[config.mk]
export PLATFORM = sky130hd
export DESIGN_NAME = shader_result_collector
export DESIGN_NICKNAME = d
export VERILOG_FILES = /design/src/rtl/shader_result_pkg.sv /design/src/rtl/shader_result_rr_arb.sv /design/src/rtl/shader_result_collector.sv
export SDC_FILE = /design/constraint.sdc
export NUM_CORES = 1
export LEC_CHECK = 0
export CAP_MARGIN = 20
export CORE_AREA = 2 2 325 327
export CTS_CLUSTER_DIAMETER = 150
export DETAILED_ROUTE_END_ITERATION = 16
export DIE_AREA = 0 0 327 329
export HOLD_SLACK_MARGIN = 0.08
export PLACE_DENSITY = 0.57
export SYNTH_ARGS = -nofsm -noshare
export SYNTH_HDL_FRONTEND = slang
export SYNTH_SLANG_ARGS = --single-unit
[constraint.sdc]
create_clock -name clk -period 9.2 [get_ports clk]
set_input_delay 1.38 -clock clk [delete_from_list [all_inputs] [get_ports clk]]
set_output_delay 1.38 -clock clk [all_outputs]
set_load 0.005 [all_outputs]
[src/rtl/shader_result_pkg.sv]
// Shared defaults and entry layout for the shader result collector.
package shader_result_pkg;

  localparam int unsigned DEF_WIDTH  = 32;
  localparam int unsigned DEF_LANES  = 4;
  localparam int unsigned DEF_NUM_CH = 4;
  localparam int unsigned DEF_DEPTH  = 4;

  // Stored entry bit width; field order MSB..LSB is {ch, is_vec, mask, s, v}.
  function automatic int unsigned entry_w(input int unsigned width,
                                          input int unsigned lanes,
                                          input int unsigned num_ch);
    return $clog2(num_ch) + 1 + lanes + width + width * lanes;
  endfunction

endpackage

[src/rtl/shader_result_rr_arb.sv]
// Round-robin arbiter: searches from the channel after the last accepted grant.
module shader_result_rr_arb
  import shader_result_pkg::*;
#(
  parameter int unsigned NUM_CH = DEF_NUM_CH
) (
  input  logic                      clk,
  input  logic                      rst,
  input  logic [NUM_CH-1:0]         req,
  input  logic                      advance,
  output logic [NUM_CH-1:0]         gnt,
  output logic [$clog2(NUM_CH)-1:0] gnt_idx
);

  localparam int unsigned CH_W = $clog2(NUM_CH);

  logic [CH_W-1:0] last_grant;
  logic            found;
  int unsigned     idx;

  // Reset to the last channel so channel 0 wins first.
  always_ff @(posedge clk) begin
    if (rst) begin
      last_grant <= CH_W'(NUM_CH - 1);
    end else if (advance) begin
      last_grant <= gnt_idx;
    end
  end

  always_comb begin
    gnt     = '0;
    gnt_idx = '0;
    found   = 1'b0;
    idx     = 0;
    for (int unsigned k = 1; k <= NUM_CH; k++) begin
      idx = (32'(last_grant) + k) % NUM_CH;
      if (!found && req[CH_W'(idx)]) begin
        found              = 1'b1;
        gnt[CH_W'(idx)]    = 1'b1;
        gnt_idx            = CH_W'(idx);
      end
    end
  end

endmodule

[src/rtl/shader_result_collector.sv]
// Merges per-channel scalar/vector shader results into one ordered stream
// through a round-robin arbiter and a small normalising FIFO.
module shader_result_collector
  import shader_result_pkg::*;
#(
  parameter int unsigned WIDTH  = DEF_WIDTH,
  parameter int unsigned LANES  = DEF_LANES,
  parameter int unsigned NUM_CH = DEF_NUM_CH,
  parameter int unsigned DEPTH  = DEF_DEPTH
) (
  input  logic                              clk,
  input  logic                              rst,
  input  logic [NUM_CH-1:0]                 in_valid,
  output logic [NUM_CH-1:0]                 in_ready,
  input  logic [NUM_CH-1:0]                 in_is_vec,
  input  logic [NUM_CH*LANES-1:0]           in_mask,
  input  logic [NUM_CH*WIDTH-1:0]           in_result_s,
  input  logic [NUM_CH*WIDTH*LANES-1:0]     in_result_v,
  output logic                              out_valid,
  input  logic                              out_ready,
  output logic [$clog2(NUM_CH)-1:0]         out_ch,
  output logic                              out_is_vec,
  output logic [LANES-1:0]                  out_mask,
  output logic [WIDTH-1:0]                  out_result_s,
  output logic [WIDTH*LANES-1:0]            out_result_v,
  output logic [$clog2(DEPTH+1)-1:0]        count
);

  localparam int unsigned VEC_W   = WIDTH * LANES;
  localparam int unsigned CH_W    = $clog2(NUM_CH);
  localparam int unsigned CNT_W   = $clog2(DEPTH + 1);
  localparam int unsigned PTR_W   = $clog2(DEPTH);
  localparam int unsigned ENTRY_W = entry_w(WIDTH, LANES, NUM_CH);

  logic [ENTRY_W-1:0] mem [DEPTH];
  logic [PTR_W-1:0]   wr_ptr;
  logic [PTR_W-1:0]   rd_ptr;
  logic [NUM_CH-1:0]  gnt;
  logic [CH_W-1:0]    gnt_idx;
  logic               can_push;
  logic               push;
  logic               pop;
  logic               sel_vec;
  logic [LANES-1:0]   sel_mask;
  logic [WIDTH-1:0]   sel_s;
  logic [VEC_W-1:0]   sel_v;
  logic [LANES-1:0]   wr_mask;
  logic [WIDTH-1:0]   wr_s;
  logic [VEC_W-1:0]   wr_v;

  assign out_valid = (count != '0);
  assign pop       = out_valid & out_ready & ~rst;
  // A pop in the same cycle frees the slot, so a full FIFO can still accept.
  assign can_push  = ~rst & ((count < CNT_W'(DEPTH)) | (out_valid & out_ready));
  assign in_ready  = can_push ? gnt : '0;
  assign push      = |(in_valid & in_ready);

  shader_result_rr_arb #(
    .NUM_CH (NUM_CH)
  ) u_arb (
    .clk     (clk),
    .rst     (rst),
    .req     (in_valid),
    .advance (push),
    .gnt     (gnt),
    .gnt_idx (gnt_idx)
  );

  // Mux the granted channel's payload.
  always_comb begin
    sel_vec  = 1'b0;
    sel_mask = '0;
    sel_s    = '0;
    sel_v    = '0;
    for (int c = 0; c < int'(NUM_CH); c++) begin
      if (gnt[c]) begin
        sel_vec  = in_is_vec[c];
        sel_mask = in_mask[c*LANES +: LANES];
        sel_s    = in_result_s[c*WIDTH +: WIDTH];
        sel_v    = in_result_v[c*VEC_W +: VEC_W];
      end
    end
  end

  // Normalise: scalar drops mask/vector, vector drops scalar and masked-off lanes.
  always_comb begin
    wr_mask = '0;
    wr_s    = '0;
    wr_v    = '0;
    if (sel_vec) begin
      wr_mask = sel_mask;
      for (int l = 0; l < int'(LANES); l++) begin
        if (sel_mask[l]) begin
          wr_v[l*WIDTH +: WIDTH] = sel_v[l*WIDTH +: WIDTH];
        end
      end
    end else begin
      wr_s = sel_s;
    end
  end

  always_ff @(posedge clk) begin
    if (rst) begin
      count  <= '0;
      wr_ptr <= '0;
      rd_ptr <= '0;
      for (int i = 0; i < int'(DEPTH); i++) begin
        mem[i] <= '0;
      end
    end else begin
      if (push) begin
        mem[wr_ptr] <= {gnt_idx, sel_vec, wr_mask, wr_s, wr_v};
        wr_ptr      <= wr_ptr + PTR_W'(1);
      end
      if (pop) begin
        rd_ptr <= rd_ptr + PTR_W'(1);
      end
      case ({push, pop})
        2'b10:   count <= count + CNT_W'(1);
        2'b01:   count <= count - CNT_W'(1);
        default: count <= count;
      endcase
    end
  end

  assign {out_ch, out_is_vec, out_mask, out_result_s, out_result_v} = mem[rd_ptr];

endmodule

======== Word level (Yosys, flattened, before mapping) ========
Memories as Yosys holds them, arrays and structs flattened. A register that Yosys moved wholly into a read port is not among the register bits.
Index checks and enable logic that the tools add are counted.
word-level totals
  bits in registers ....................... 9
  RAM bits ................................ 668
  logic and storage cells ................. 109
  memories kept ........................... 1
memory list
  name  depth  width  rd ports  clocked after memory_dff  wr ports  line                           text
  mem   4      167    1         1                         4         shader_result_collector.sv:35  logic [ENTRY_W-1:0] mem [DEPTH];
operators by class
  add/subtract/negate cells ............... 8
  magnitude comparators ................... 9
  eq/ne operators ......................... 2
  mux-type cells .......................... 62
  bitwise logic cells ..................... 9
  reduce and logical (&&, ||, !) cells .... 14
operator list
  operator               number
  $mux W128              5
  $mux W32               9
  $mux W167              1
  $reduce_or A167 Y1     1
  $mux W4                10
  $mux W1                21
  $mux W2                7
  $lt A2 B3 Y1 const B   4
  $or A4 B4 Y4           3
  $add A2 B1 Y2 const B  4
  $bmux W1 S2            4
  $demux W1 S2           4
  $ge A2 B1 Y1 const B   4
  $logic_and A1 B1 Y1    7
  $pmux W3 S2            1
  $add A2 B2 Y2 const B  2
  $and A4 B4 Y4          1
  $reduce_or A4 Y1       1
  $add A3 B1 Y3 const B  1
  $and A1 B1 Y1          3
  $logic_not A1 Y1       3
  $lt A3 B3 Y1 const B   1
  $reduce_bool A3 Y1     1
  $sub A3 B1 Y3 const B  1
  other kinds (5)        5

======== Depth between registers and ports, before layout ========
Gate-level depths: netlist of run 1.
  depth in word-level cells ............... 21
  depth in mapped cells ................... 18

======== Modules after synthesis ========
A second synthesis of run 1 with hierarchy kept.
second synthesis, totals
  cells, all modules ...................... 2440
  area, all modules ....................... 33279.4 sq um
by module, submodules not included
  module                   instances  cells each  area an instance (sq um)
  shader_result_collector  1          2369        32652.6
  shader_result_rr_arb     1          71          626.9

======== Worst setup path before layout of run 1 ========
Ideal clock, no wire load.
  kind .................................... input -> register
  start point ............................. input port in_valid[2]
  end point ............................... memory mem[0][0] in the netlist's numbering, enable pin
  setup time .............................. 0.557 ns
  arrival time ............................ 7.264 ns
  data required time ...................... 8.643 ns
  setup slack ............................. 1.379 ns
  stages on the path ...................... 11
  path through ............................ buf_2 mux4_2 nor4b_4 nand2_1 o31ai_1 a2111o_2 inv_2 or3_1 buf_2 buf_4 nand2b_1
RTL lines
  element          line                           text
  start, declared  shader_result_collector.sv:13  input logic [NUM_CH-1:0] in_valid,
  end, declared    shader_result_collector.sv:35

======== Worst setup path after layout of run 1 ========
  start point ............................. input port in_valid[2]
  end point ............................... output port in_ready[3]
between the ends
  cells in the longest elaborated chain, start to end .. 13
  elaborated cells between the ends (all ways) .. 25
  those cells by class .................... mux: 16; bitwise: 3; reduce/logical: 6
RTL lines
  element                        line                           text
  $bmux W1 S2                    shader_result_rr_arb.sv:37     if (!found && req[CH_W'(idx)]) begin
  $mux W1 (not written as such)  shader_result_rr_arb.sv:37
  $mux W1                        shader_result_rr_arb.sv:37
  $logic_not A1 Y1               shader_result_rr_arb.sv:37
  $logic_and A1 B1 Y1            shader_result_rr_arb.sv:37
  $mux W1                        shader_result_rr_arb.sv:37
  $logic_not A1 Y1               shader_result_rr_arb.sv:37
  $logic_and A1 B1 Y1            shader_result_rr_arb.sv:37
  $mux W1                        shader_result_rr_arb.sv:37
  $logic_not A1 Y1               shader_result_rr_arb.sv:37
  $logic_and A1 B1 Y1            shader_result_rr_arb.sv:37
  $mux W4 *                      shader_result_rr_arb.sv:37
  $mux W4 *                      shader_result_collector.sv:55  assign in_ready = can_push ? gnt : '0;
  end, declared                  shader_result_collector.sv:14  output logic [NUM_CH-1:0] in_ready,
Every way passes the cells marked *; elsewhere a longest branch is shown, timed or not. The select of a mux whose other input is x is not followed.

==> impl_metrics.json, run 1 <==
{
  "min-delay-path-class": "flop to flop",
  "grt_pass1_vias": 28319,
  "ys_top_cells_by_area": "edfxtp_1 (54%), mux4_2 (10%), nor4_1 (4.8%), nor3_1 (3.7%), o221ai_1 (3.4%)",
  "clock_path_buffers": 3,
  "track_usage": 0.223,
  "grt_max_degree": 183,
  "end_kind": "primary output",
  "grt_pass1_wl_mm": 184,
  "drt_iter0_markers": 2245,
  "ctsResizeCount": 0,
  "synth_top_area_frac": 0.543,
  "area_delta_synth_final_pct": 31.6,
  "final_nets": 4119,
  "yosys.cell_count.top_type": "edfxtp_1",
  "cts_setup_buffers": 0,
  "arrival_ns": 4.57,
  "status": "completed",
  "max_slew_margin": 0.150,
  "r2r-start": "u_arb.last_grant[1]",
  "cts_buffers": 77,
  "antenna_found_initial": 3,
  "firstDrtPassIters": 5,
  "crit_fanout": 141,
  "rrSetupSlack_ns": 3.39,
  "boundaryPins": 842,
  "clock_tree.root_cell": "clkbuf_16",
  "drive_gt1_frac": 0.186,
  "clock-sinks": 679,
  "yosysSeqAreaShare": 0.549,
  "synth_cells": 2831,
  "syn_area_per_cell_um2": 13.1,
  "synth-main-ff-cell": "edfxtp_1",
  "postRouteAntennaNets": 0,
  "start_util": 0.354,
  "gr-total-overflow": 0,
  "cp-endpoint": "in_ready[3]",
  "numPortBuffers": 841,
  "post-route-period-util": 0.647,
  "hold_violations": 0,
  "wl_mm": 124,
  "wl_per_cell_um": 25.4,
  "synth-edff-count": 668,
  "skew_ns": 0.0553,
  "critPathRequiredTime_ns": 7.82,
  "tns_ns": 0,
  "design.core.area_mm2": 0.104,
  "rr_endpoint": "mem[0][99]",
  "fmax_mhz": 168,
  "start_kind": "input port",
  "drv_slew": 0,
  "cts_tree": "yes",
  "syn_nets": 3508,
  "fin_crit_ns": 5.95,
  "synth_area_mm2": 0.0369,
  "via_per_inst": 5.69,
  "die_h_um": 329,
  "synth.largest_area_cell": "edfxtp_1",
  "die_width_um": 327,
  "rows": 119,
  "yosys-top-cells-count": "edfxtp_1 (668), nor4_1 (283), nor3_1 (270)",
  "gp_congestion": 0.839,
  "dr_total_vias": 27838,
  "ys_ff_latch": 679,
  "async_flop_share": 0,
  "path_clk_slew_ns": 0.06,
  "finalSetupViolations": 0,
  "rr_worst_depth": 11,
  "worstMarginPinSlew_ns": 1.27,
  "cts_max_level": 3,
  "crit_start": "in_valid[2]",
  "ys_types": 55,
  "maxCapViolations": 0,
  "critPathKind": "input port to primary output",
  "drc": 0,
  "grt_setup_unrepaired": "false",
  "clk_latency_ns": 0.64,
  "dieArea_mm2": 0.108,
  "yosysWarnings": 0,
  "holdBufCountCts": 0,
  "hpwl_mm": 77.5
}
[cells in the final DEF, fill, tap and decap left out, types with 6 or more instances in the layout]
| cell type | n |
|---|---|
| nand2b_1 | 6 |
| nor4_1 | 283 |
| nor3b_1 | 161 |
| dfxtp_1 | 9 |
| clkbuf_16 | 77 |
| mux4_2 | 171 |
| clkdlybuf4s50_1 | 841 |
| o21ai_0 | 6 |
| nor2_1 | 26 |
| o221ai_1 | 145 |
| o211ai_1 | 163 |
| edfxtp_1 | 668 |
| buf_12 | 18 |
| clkinv_1 | 14 |
| nand2_1 | 15 |
| nor4_2 | 101 |
| clkinv_2 | 17 |
| nor3_1 | 270 |
| buf_4 | 32 |
| o221ai_2 | 15 |
| inv_1 | 176 |
| ha_1 | 9 |
| or2_2 | 166 |
| clkbuf_1 | 15 |
[registers in the layout, summed over array words and instances, names as in the netlist, named ones only]
signal            flops
count                 3
rd_ptr                2
u_arb.last_grant      2
mem                 668
wr_ptr                2
[kinds of logic (layout without fill, tap and decap cells)]
group | after synthesis | count (layout) | share of synthesized area
and+or+nand+nor | 1052 | 1052 | 0.190
DFF | 679 | 679 | 0.549
buffers and inverters | 536 | 1206 | 0.0642
AOI/OAI and AO/OA | 370 | 370 | 0.0855
muxes | 180 | 180 | 0.107
adders and majority gates | 10 | 10 | 0.00359
xor gates and xnor gates | 4 | 4 | 0.000948
other | 0 | 1 | 0
[metal layers]
layer	routed length, µm	GRT usage
met1	50700	0.284
met2	63200	0.391
met4	3220	0.0636
met3	6920	0.0378
met5	0	0
[critical path, stage by stage]
cell and delay (ns):
clkdlybuf4s50_1 0.58, mux4_2 0.69, a31o_1 0.25, a221oi_2 0.32, a2bb2oi_4 0.30, buf_12 0.36
nor2_1 0.08, clkdlybuf4s50_1 0.49
[stage by stage]
stage          instances  hold slack (ns)   util  setup WS (ns)  instance area, µm²
6_report            4893            0.537  0.466           3.25               48600
5_1_grt             4893            0.558  0.466           3.01               48600
4_1_cts             4892            0.543  0.466           3.26               48600
3_5_place_dp        4754            0.525  0.442           2.76               46200
3_3_place_gp        4754            0.514  0.442           2.80               46200
2_1_floorplan       2831            0.483      -           1.38               36900
[cell type report]
cell class | count | area, µm²
clock inverters | 46 | 460
fillers | 9507 | 55800
well taps | 1391 | 1740
flip-flops and latches | 679 | 20300
diodes | 1 | 2.50
clock buffers | 92 | 1980
repair buffers | 891 | 9020
multi-input cells | 1616 | 14500
inverters | 177 | 664
[worst min path at each step]
| stage | start | endpoint | depth (start not counted) |
|---|---|---|---|
| 6_report | rd_ptr[1] | rd_ptr[1] | 2 |
| 5_1_grt | rd_ptr[0] | flop | 2 |
| 4_1_cts | count[2] | count[2] | 2 |
| 3_5_place_dp | rd_ptr[1] | flop | 2 |
| 3_3_place_gp | rd_ptr[1] | flop | 2 |
| 2_1_floorplan | wr_ptr[0] | wr_ptr[0] | 1 |
Power of run 1 is not shown: default switching activity piles up to over one toggle a cycle in this logic, so the estimate is an artifact.
==> run 2, diff against run 1 <==
--- a/config.mk
+++ b/config.mk
@@ -6,10 +6,10 @@
 export NUM_CORES = 1
 export LEC_CHECK = 0
 export CAP_MARGIN = 20
-export CORE_AREA = 2 2 325 327
+export CORE_AREA = 2 2 332 334
 export CTS_CLUSTER_DIAMETER = 150
 export DETAILED_ROUTE_END_ITERATION = 16
-export DIE_AREA = 0 0 327 329
+export DIE_AREA = 0 0 334 336
 export HOLD_SLACK_MARGIN = 0.08
 export PLACE_DENSITY = 0.57
 export SYNTH_ARGS = -nofsm -noshare
==> constraint.sdc (replaced) <==
create_clock -name clk -period 5.4 [get_ports clk]
set_input_delay 0.81 -clock clk [delete_from_list [all_inputs] [get_ports clk]]
set_output_delay 0.81 -clock clk [all_outputs]
set_load 0.005 [all_outputs]
==> impl_metrics.json, run 2 (synthesis results as in run 1) <==
{
  "drv_slew": 0,
  "critPathKind": "input port to primary output",
  "via_per_inst": 5.72,
  "dr_total_vias": 28647,
  "hold_path_depth": 2,
  "critPathRequiredTime_ns": 4.59,
  "start_kind": "input port",
  "min-delay-path-class": "flop to flop",
  "die_width_um": 334,
  "skew_ns": 0.0253,
  "rrSetupSlack_ns": 1.17,
  "critical-path-max-stage-delay_ns": 0.67,
  "critPathTopFamily": "buffers and inverters",
  "cts_setup_buffers": 0,
  "path_cells": "clkdlybuf4s50_1 > mux4_2 > nor4b_4 > nand2_1 > o21a_4 > nor2_1 > clkdlybuf4s50_1",
  "firstDrtPassIters": 7,
  "rr_worst_depth": 11,
  "whs_endpoint": "rd_ptr[1]",
  "postRouteAntennaNets": 0,
  "end_kind": "primary output",
  "clk_latency_ns": 0.65,
  "post-route-period-util": 0.854,
  "drc": 0,
  "grt_max_degree": 133,
  "wl_per_cell_um": 26.0,
  "grt_pass1_vias": 29285,
  "drt_iter0_markers": 2360,
  "largest_register_ffs": 668,
  "cts_tree": "yes",
  "design.core.area_mm2": 0.108,
  "crit_fanout": 23,
  "gp_congestion": 0.853,
  "grt_pass1_wl_mm": 193,
  "fmax_mhz": 217,
  "clock_path_buffers": 3,
  "min_from": "rd_ptr[1]",
  "finalSetupViolations": 0,
  "crit_top_cell": "clkdlybuf4s50_1",
  "drive_gt1_frac": 0.206,
  "start_util": 0.341,
  "clock-sinks": 679,
  "antenna_found_initial": 2,
  "cts_buffers": 76,
  "rr_endpoint": "mem[2][104]",
  "clock_tree.root_cell": "clkbuf_16",
  "rows": 121,
  "top_regs": "mem x668, count x3",
  "fillCellCount": 9884,
  "top_register": "mem",
  "worstMarginPinSlew_ns": 0.937,
  "maxCapViolations": 0,
  "wl_mm": 130,
  "cts_max_level": 3,
  "track_usage": 0.226,
  "arrival_ns": 3.80,
  "final_nets": 4209,
  "tns_ns": 0,
  "cp_num_buf_inv": 2,
  "final_common_cell": "clkdlybuf4s50_1",
  "post-route-util": 0.461,
  "gr-total-overflow": 0,
  "boundaryPins": 842,
  "hpwl_mm": 85.5,
  "holdBufCountCts": 0,
  "numPortBuffers": 841,
  "status": "completed",
  "hold_violations": 0,
  "max_slew_margin": 0.375,
  "fin_crit_ns": 4.61,
  "die_h_um": 336,
  "antenna_cells": 0,
  "ctsResizeCount": 0,
  "worst_path_max_delay_cell": "mux4_2",
  "area_delta_synth_final_pct": 35.3,
  "path_clk_slew_ns": 0.06,
  "dieArea_mm2": 0.112,
  "grt_setup_unrepaired": "false",
  "final_cell_mix": "clkdlybuf4s50_1 (841), edfxtp_1 (668), nor4_1 (283)",
  "r2r-start": "u_arb.last_grant[0]"
}
==> run 2: changes by cell type in the layout (fill, tap and decap cells not counted), sizes merged <==
cell	before	now
clkinvlp	0	2
buf	50	141
inv	182	180
clkbuf	92	95
clkinv	36	26
bufinv	5	11
diode	1	0
==> run 2: layer usage <==
metal	share of wire	GRT usage	up-vias
li1	-	-	12850
met1	0.42	0.297	14623
met2	0.50	0.388	1033
met3	0.059	0.0355	139
met4	0.021	0.0590	2
met5	0.00010	0	-
==> run 2: metrics by stage <==
stage	hold WS, ns	instance area, µm²	setup WS [ns]	instances
floorplan	0.483	37000	0.114	2831
global placement	0.506	47400	0.546	4868
detailed placement	0.513	47400	0.545	4868
CTS	0.531	50000	0.749	5005
global route	0.565	50000	0.631	5005
finish	0.522	50000	0.789	5005
==> run 2: layout make-up <==
type	instances	area, µm²	share of cell area
well taps	1414	1770	0.0354
flip-flops and latches	679	20300	0.406
clock inverters	42	557	0.0111
inverters	177	664	0.0133
multi-input cells	1616	14500	0.289
clock buffers	95	1990	0.0399
repair buffers	982	10300	0.205
==> run 2: how the worst max path moves through the flow <==
stage	cells after the start	start	endpoint	slack, ns
after floorplan	10	u_arb.last_grant[0]	mem[3][0]	0.11
after global placement	13	in_valid[2]	count[2]	0.55
after detailed placement	10	in_valid[2]	mem[2][104]	0.55
after CTS	9	u_arb.last_grant[0]	in_ready[0]	0.75
after global routing	9	u_arb.last_grant[0]	in_ready[3]	0.63
final	7	in_valid[3]	in_ready[1]	0.79
==> run 2: tightest hold or removal path, delay by kind of cell (launching register included) <==
kind	cells	cell delay, ns
AND/OR/NAND/NOR	1	0.10
XOR/XNOR	1	0.06
flip-flops	1	0.32
Power of run 2 is left out for the same reason.
